--- config.mk ---
export PLATFORM = sky130hd
export DESIGN_NAME = adder_rr_scheduler
export DESIGN_NICKNAME = d
export VERILOG_FILES = /design/src/rtl/adder_rr_scheduler.sv
export SDC_FILE = /design/constraint.sdc
export NUM_CORES = 1
export LEC_CHECK = 0
export ABC_AREA = 0
export BUFFER_PORTS_ARGS = -buffer_cell sky130_fd_sc_hd__buf_2
export CAP_MARGIN = 25
export CORE_MARGIN = 2
export CORE_UTILIZATION = 23
export CTS_BUF_LIST = sky130_fd_sc_hd__clkbuf_2 sky130_fd_sc_hd__clkbuf_4 sky130_fd_sc_hd__clkbuf_8
export DETAILED_ROUTE_END_ITERATION = 12
export PLACE_DENSITY = 0.58
export RECOVER_POWER = 25
export SYNTH_ARGS = -nofsm -noshare
export SYNTH_HDL_FRONTEND = slang
export SYNTH_SLANG_ARGS = --single-unit
--- constraint.sdc ---
create_clock -name clock -period 4.5 [get_ports clock]
set_input_delay 0.45 -clock clock [delete_from_list [all_inputs] [get_ports clock]]
set_output_delay 0.45 -clock clock [all_outputs]
set_load 0.02 [all_outputs]
--- src/rtl/adder_rr_scheduler.sv ---
`default_nettype none
// ============================================================================
//  Module   : adder_rr_scheduler
//  Purpose  : Shares one external 4-bit adder between two FWFT input FIFO
//             channels (ch0, ch1) with round-robin arbitration. Each result
//             is tagged with its source channel and written to one output
//             FIFO. Per-channel completion counters are kept.
//  Ports    : clock, reset      - clock, asynchronous active-high reset
//             chN_empty/rd/din  - input FIFO N: empty flag, pop strobe, head
//                                 word ([3:0]=opA, [7:4]=opB)
//             add_in1/add_in2   - registered adder operands
//             add_out           - adder sum, valid ADD_LAT cycles after issue
//             out_full/wr/dout  - output FIFO: full flag, write strobe, word
//                                 ([DATA_WIDTH-1]=channel tag, [4:0]=sum)
//             busy              - operation in progress (state != IDLE)
//             chN_count         - results written for channel N (wrapping)
//  Revision : 1.0 - initial release
// ============================================================================
module adder_rr_scheduler #(
    parameter int DATA_WIDTH = 32,
    parameter int ADD_LAT    = 1,
    parameter int CNT_WIDTH  = 16
) (
    input  logic                  clock,
    input  logic                  reset,
    input  logic                  ch0_empty,
    output logic                  ch0_rd,
    input  logic [DATA_WIDTH-1:0] ch0_din,
    input  logic                  ch1_empty,
    output logic                  ch1_rd,
    input  logic [DATA_WIDTH-1:0] ch1_din,
    output logic [3:0]            add_in1,
    output logic [3:0]            add_in2,
    input  logic [4:0]            add_out,
    input  logic                  out_full,
    output logic                  out_wr,
    output logic [DATA_WIDTH-1:0] out_dout,
    output logic                  busy,
    output logic [CNT_WIDTH-1:0]  ch0_count,
    output logic [CNT_WIDTH-1:0]  ch1_count
);

    // Wait counter holds ADD_LAT-1 down to 0; at least one bit wide.
    localparam int c_WAIT_W = (ADD_LAT > 1) ? $clog2(ADD_LAT) : 1;
    localparam logic [c_WAIT_W-1:0] c_WAIT_LOAD = c_WAIT_W'(ADD_LAT - 1);

    localparam logic [1:0] c_ST_IDLE  = 2'd0;
    localparam logic [1:0] c_ST_WAIT  = 2'd1;
    localparam logic [1:0] c_ST_WRITE = 2'd2;

    typedef enum logic [1:0] {
        ST_IDLE  = c_ST_IDLE,
        ST_WAIT  = c_ST_WAIT,
        ST_WRITE = c_ST_WRITE
    } state_t;

    state_t                  r_state_q,   w_state_d;
    logic                    r_grant_q,   w_grant_d;
    logic                    r_last_q,    w_last_d;
    logic                    r_ch0_rd_q,  w_ch0_rd_d;
    logic                    r_ch1_rd_q,  w_ch1_rd_d;
    logic [3:0]              r_add_a_q,   w_add_a_d;
    logic [3:0]              r_add_b_q,   w_add_b_d;
    logic [c_WAIT_W-1:0]     r_wait_q,    w_wait_d;
    logic                    r_out_wr_q,  w_out_wr_d;
    logic [DATA_WIDTH-1:0]   r_dout_q,    w_dout_d;
    logic [CNT_WIDTH-1:0]    r_cnt0_q,    w_cnt0_d;
    logic [CNT_WIDTH-1:0]    r_cnt1_q,    w_cnt1_d;

    logic                    w_req0;
    logic                    w_req1;
    logic                    w_pick;
    logic [DATA_WIDTH-1:0]   w_head;
    logic [DATA_WIDTH-1:0]   w_result;

    // Only the operand byte of each head word is used.
    logic w_unused_din;
    assign w_unused_din = ^{ch0_din[DATA_WIDTH-1:8], ch1_din[DATA_WIDTH-1:8]};

    always_comb begin
        w_state_d  = r_state_q;
        w_grant_d  = r_grant_q;
        w_last_d   = r_last_q;
        w_ch0_rd_d = 1'b0;
        w_ch1_rd_d = 1'b0;
        w_add_a_d  = r_add_a_q;
        w_add_b_d  = r_add_b_q;
        w_wait_d   = r_wait_q;
        w_out_wr_d = 1'b0;
        w_dout_d   = r_dout_q;
        w_cnt0_d   = r_cnt0_q;
        w_cnt1_d   = r_cnt1_q;

        w_req0 = !ch0_empty;
        w_req1 = !ch1_empty;
        // Contention goes to the channel not served last; otherwise to
        // whichever channel is requesting (ch1 when only ch1 requests).
        w_pick = (w_req0 && w_req1) ? ~r_last_q : w_req1;
        w_head = w_pick ? ch1_din : ch0_din;

        w_result      = '0;
        w_result[DATA_WIDTH-1] = r_grant_q;
        w_result[4:0] = add_out;

        case (r_state_q)
            ST_IDLE: begin
                if (w_req0 || w_req1) begin
                    w_grant_d  = w_pick;
                    w_ch0_rd_d = ~w_pick;
                    w_ch1_rd_d = w_pick;
                    w_add_a_d  = w_head[3:0];
                    w_add_b_d  = w_head[7:4];
                    w_wait_d   = c_WAIT_LOAD;
                    w_state_d  = ST_WAIT;
                end
            end
            ST_WAIT: begin
                if (r_wait_q == '0) begin
                    w_state_d = ST_WRITE;
                end else begin
                    w_wait_d = r_wait_q - 1'b1;
                end
            end
            ST_WRITE: begin
                // Backpressure simply holds the state; the sum stays on
                // add_out because the operands are not touched.
                if (!out_full) begin
                    w_out_wr_d = 1'b1;
                    w_dout_d   = w_result;
                    if (r_grant_q) begin
                        w_cnt1_d = r_cnt1_q + 1'b1;
                    end else begin
                        w_cnt0_d = r_cnt0_q + 1'b1;
                    end
                    w_last_d  = r_grant_q;
                    w_state_d = ST_IDLE;
                end
            end
            default: begin
                w_state_d = ST_IDLE;
            end
        endcase
    end

    always_ff @(posedge clock or posedge reset) begin
        if (reset) begin
            r_state_q  <= ST_IDLE;
            r_grant_q  <= 1'b0;
            r_last_q   <= 1'b1;   // ch0 wins the first contention
            r_ch0_rd_q <= 1'b0;
            r_ch1_rd_q <= 1'b0;
            r_add_a_q  <= '0;
            r_add_b_q  <= '0;
            r_wait_q   <= '0;
            r_out_wr_q <= 1'b0;
            r_dout_q   <= '0;
            r_cnt0_q   <= '0;
            r_cnt1_q   <= '0;
        end else begin
            r_state_q  <= w_state_d;
            r_grant_q  <= w_grant_d;
            r_last_q   <= w_last_d;
            r_ch0_rd_q <= w_ch0_rd_d;
            r_ch1_rd_q <= w_ch1_rd_d;
            r_add_a_q  <= w_add_a_d;
            r_add_b_q  <= w_add_b_d;
            r_wait_q   <= w_wait_d;
            r_out_wr_q <= w_out_wr_d;
            r_dout_q   <= w_dout_d;
            r_cnt0_q   <= w_cnt0_d;
            r_cnt1_q   <= w_cnt1_d;
        end
    end

    assign ch0_rd    = r_ch0_rd_q;
    assign ch1_rd    = r_ch1_rd_q;
    assign add_in1   = r_add_a_q;
    assign add_in2   = r_add_b_q;
    assign out_wr    = r_out_wr_q;
    assign out_dout  = r_dout_q;
    assign busy      = (r_state_q != ST_IDLE);
    assign ch0_count = r_cnt0_q;
    assign ch1_count = r_cnt1_q;

endmodule
`default_nettype wire

# Word level (Yosys, flattened, before mapping)
# Cells that the tools add are included.
[word_totals]
register_bits = 54
input_bits = 74
output_inout_bits = 76
[classes]
add_sub_neg = 3
eq_ne = 5
muxes = 15
bitwise_logic = 4
n_reduce_logical = 13
[ops]
columns = ["cell", "count"]
rows = [
  ["$add A16 B1 Y16 const B", 2],
  ["$mux W1", 9],
  ["$reduce_and A3 Y1", 3],
  ["$mux W8", 1],
  ["$mux W2", 3],
  ["$ne A2 B2 Y1 const B", 3],
  ["$pmux W2 S3", 1],
  ["$reduce_and A2 Y1", 3],
  ["$not A1 Y1", 4],
  ["$reduce_bool A2 Y1", 2],
  ["$eq A2 B1 Y1 const B", 1],
  ["$eq A2 B2 Y1 const B", 1],
  ["$logic_not A1 Y1", 2],
  ["$logic_not A2 Y1", 1],
  ["$pmux W1 S2", 1],
  ["$logic_and A1 B1 Y1", 1],
  ["$logic_or A1 B1 Y1", 1],
  ["$sub A1 B1 Y1 const B", 1],
]

# Logic depth before layout (Yosys ltp)
[depth]
ltp_word = 6
depth_mapped = 5
depth_no_buf = 5

# Worst setup path after synthesis
# No wires, ideal clock.
[synth_timing]
path_kind = "register to register"
from = "reg r_cnt1_q[0] (netlist: ch1_count[0])"
to = "reg r_cnt1_q[10] (netlist: ch1_count[10])"
setup_ns = 0.130
arrival_time_ns = 1.442
required_ns = 4.370
slack_ns = 2.927
path_stages_with_launch = 6
n_path_buf = 0
period_less_slack_ns = 1.573
path_cell_list = "dfrtp_1 > ha_1 > nand3_1 > nor4_2 > nand2_1 > xnor2_1"
[synth_via]
elab_chain_cells = 1
[synth_lines]
columns = ["element", "line_no", "text"]
rows = [
  ["start: declaration", "68", "logic [CNT_WIDTH-1:0] r_cnt1_q, w_cnt1_d;"],
  ["start signal: assignment", "171", "r_cnt1_q <= w_cnt1_d;"],
  ["$add A16 B1 Y16", "131", "w_cnt1_d = r_cnt1_q + 1'b1;"],
]
# Every way passes these cells.
# A chain may end at the register's enable or synchronous reset.

# Worst setup path in the final report
[layout_timing]
from = "reg r_state_q[0]"
to = "reg r_cnt0_q[14] (netlist: ch0_count[14])"
[layout_via]
elab_chain_cells = 2
[layout_lines]
columns = ["element", "line_no", "text"]
rows = [
  ["start: declaration", "57", "state_t r_state_q, w_state_d;"],
  ["start signal: assignment", "160", "r_state_q <= w_state_d;"],
  ["$eq A2 B2 Y1", "105", "case (r_state_q)"],
  ["$reduce_and A3 Y1 (no line)", "-", ""],
  ["end signal: assignment", "170", "r_cnt0_q <= w_cnt0_d;"],
  ["end: declaration", "67", "logic [CNT_WIDTH-1:0] r_cnt0_q, w_cnt0_d;"],
]
# Every way passes these cells.

==> impl_metrics.tcl <==
set metrics [dict create \
    mostFrequentLayoutCells "75 x buf_2, 52 x dfrtp_1, 26 x conb_1" \
    start_util_pct 23.38 \
    p_switching_uw 600.8 \
    vias 1697 \
    fp.dieW_um 108.8 \
    route.detailed.drc 0 \
    cp-start-kind "flop" \
    root_buffer "clkbuf_8" \
    status "complete, no violations" \
    cts_hold_buf 0 \
    synth.distinct_cells 32 \
    cp_max_fo 14 \
    cp.arrival_ns 2.30 \
    hold_ws_ns 0.2940 \
    power_frac_comb_pct 34.6 \
    clkSinkCount 53 \
    ys_top_cells_by_area "dfrtp_1 52%, buf_4 8.0%, xnor2_1 6.2%" \
    grt_pass1_wl_mm 8.349 \
    rsz0062_at_grt "false" \
    tightest_slew_ns 0.6789 \
    dr.pass1.iters 4 \
    antenna_cells 0 \
    seq_area_frac_synth_pct 52.60 \
    wirelength_mm 4.940 \
    path_cells "or3b_4 -> inv_1 -> nand4_1 -> nor2_1 -> xor2_1" \
    ctsResizeCount 0 \
    layout_commonest_cell "buf_2" \
    cts_buffers 5 \
    fillerInstances 1148 \
    crit_type "reg2reg" \
    slowest_delay_ns 0.46 \
    ios 150 \
    p_sw_share_pct 39.56 \
    setup_viol_count_final 0 \
    min_period_ns 2.059 \
    fin_nets 379 \
    die-area_um2 11830 \
    gp_congestion 0.7088 \
    leakage_nw 1.581 \
    yosys_warnings 0 \
    placeableCoreArea_um2 10790 \
    crit_slowest_cell "dfrtp_1" \
    drv_slew 0 \
    cts_tree "done" \
    powerDensity_nw_per_um2 494.2 \
    fin_skew_ns 0.01153 \
    grt_pass1_vias 1636 \
    synth-seq-cells 53 \
    grt_overflow 0 \
    cap_violations 0 \
    power_mw 1.519 \
    grt_start_max_net_pins 54 \
    hold_viol 0 \
    reg2reg_depth 5 \
    cp.depth 5 \
    syn_area_per_cell_um2 11.27 \
    synth_top_area_cell "dfrtp_1" \
    die_h_um 108.8 \
    layout-drive-gt1-share_pct 34.54 \
    viasPerCell 3.822 \
    cts_max_level 2 \
    power_frac_seq_pct 45.9 \
    period_share_pct 45.75 \
    critPathRequiredTime_ns 4.74 \
    fmax_mhz 485.8 \
    numPortBuffers 75 \
    min_path_type "in2async" \
    clock_latency_ns 0.32 \
    ant_nets 0 \
    dp_hpwl_mm 3.700 \
    post_cts_buffers 0 \
    synth_area_um2 2524 \
    yosys.area.top_type_share_pct 51.56 \
    tns_ns 0 \
    area_growth_pct 21.77 \
    peakVddDrop_mv 0.2201 \
    rows 38 \
    critical_path_buf_inv_count 1 \
    cp_top_family "simple AND/OR/NAND/NOR gates" \
    wire_per_inst_um 11.13 \
    endpoint_kind "flop" \
    grtUsageTotal_pct 9.186 \
    drtIter0Drc 57 \
    antenna_found_initial 0 \
    p_int_uw 917.8 \
    path_clk_slew_ns 0.11 \
    p_clk_share_pct 19.5 \
    cts_max_path_buffers 2 \
    synth_cells 224 \
    slew_headroom_pct 54.74 \
]
==> path summary, 6_finish.rpt <==
kind                                    start       endpoint  slack (ns)
min in group clock                  ch1_empty   r_state_q[0]        0.35
worst min-delay path                    reset  ch1_count[15]        0.29
worst min register to register  ch0_count[15]  ch0_count[15]        0.47
worst max-delay path             r_state_q[0]  ch0_count[14]        2.44
max in group asynchronous               reset  ch0_count[12]        3.73
worst max register to register   r_state_q[0]  ch0_count[14]        2.44
==> layout make-up <==
type                    instances  area, um^2  area share [%]
clock buffers                   5       68.82           2.239
clock inverters                 3       33.78           1.099
inverters                       7       26.28          0.8550
multi-input cells             158        1044           33.96
flip-flops and latches         53        1328           43.20
well taps                     140       175.2           5.700
repair buffers                 78       397.9           12.95
==> routing by layer <==
layer,vias to the layer above,share of wire [%],track usage [%]
met3,5,7.1,3.108
li1,843,-,-
met4,0,1.1,3.022
met1,785,45,12.02
met2,64,46,14.24
met5,-,0,0
==> cells in the mapped netlist <==
cell	number
xor2_1	12
nand2_1	11
or2_2	1
or3b_4	1
nor4_2	1
and3_1	4
nor3_2	3
dfstp_2	1
nor4b_4	1
buf_2	2
nand4_1	3
a21oi_1	10
nor2_1	22
conb_1	1
mux2i_1	8
mux2_2	8
or2_4	1
xnor2_1	18
nand4_2	1
ha_1	2
nor2b_1	2
o21ai_0	1
nand3_1	14
nand4bb_1	1
and4_1	2
dfrtp_1	52
and3b_1	1
and2_1	3
clkbuf_1	2
inv_1	7
nor4_4	1
buf_4	27
==> sequential cells by signal, summed over array words and instances (netlist names) <==
signal and cells:
ch0_count 16, ch1_rd 1, ch0_rd 1, r_grant_q 1, out_dout 6, out_wr 1
add_in2 4, r_state_q 2, add_in1 4, ch1_count 16, r_last_q 1
==> worst min-delay path, cell delays in order <==
cell   delay, ns
buf_2       0.09
inv_1       0.04
buf_4       0.52
==> power by group through the flow <==
| stage | sequential, mW | combinational [mW] | clock, mW |
|---|---|---|---|
| finish | 0.697 | 0.525 | 0.297 |
| global route | 0.718 | 0.585 | 0.334 |
| CTS | 0.699 | 0.535 | 0.319 |
| detailed placement | 0.705 | 0.537 | 0 |
| global placement | 0.702 | 0.527 | 0 |
| floorplan | 0.818 | 0.258 | 0 |
==> per-stage QoR <==
step | util [%] | instances | cell area, um^2 | setup slack [ns]
floorplan | - | 249 | 2618 | 2.765
global placement | 27.52 | 436 | 2970 | 2.319
detailed placement | 27.52 | 436 | 2970 | 2.288
CTS | 28.47 | 444 | 3073 | 2.379
global route | 28.47 | 444 | 3073 | 2.253
finish | 28.47 | 444 | 3073 | 2.441
==> kinds of logic after synthesis <==
| family | synth area share (%) |
|---|---|
| simple gates | 17.15 |
| flops | 52.60 |
| buf+inv | 9.767 |
| xor+xnor | 10.41 |
| mux | 6.743 |
| compound gates | 2.181 |
| fa+ha+maj | 0.9914 |
| other cells | 0.1486 |
No activity file was read; power rests on OpenSTA's default activity.
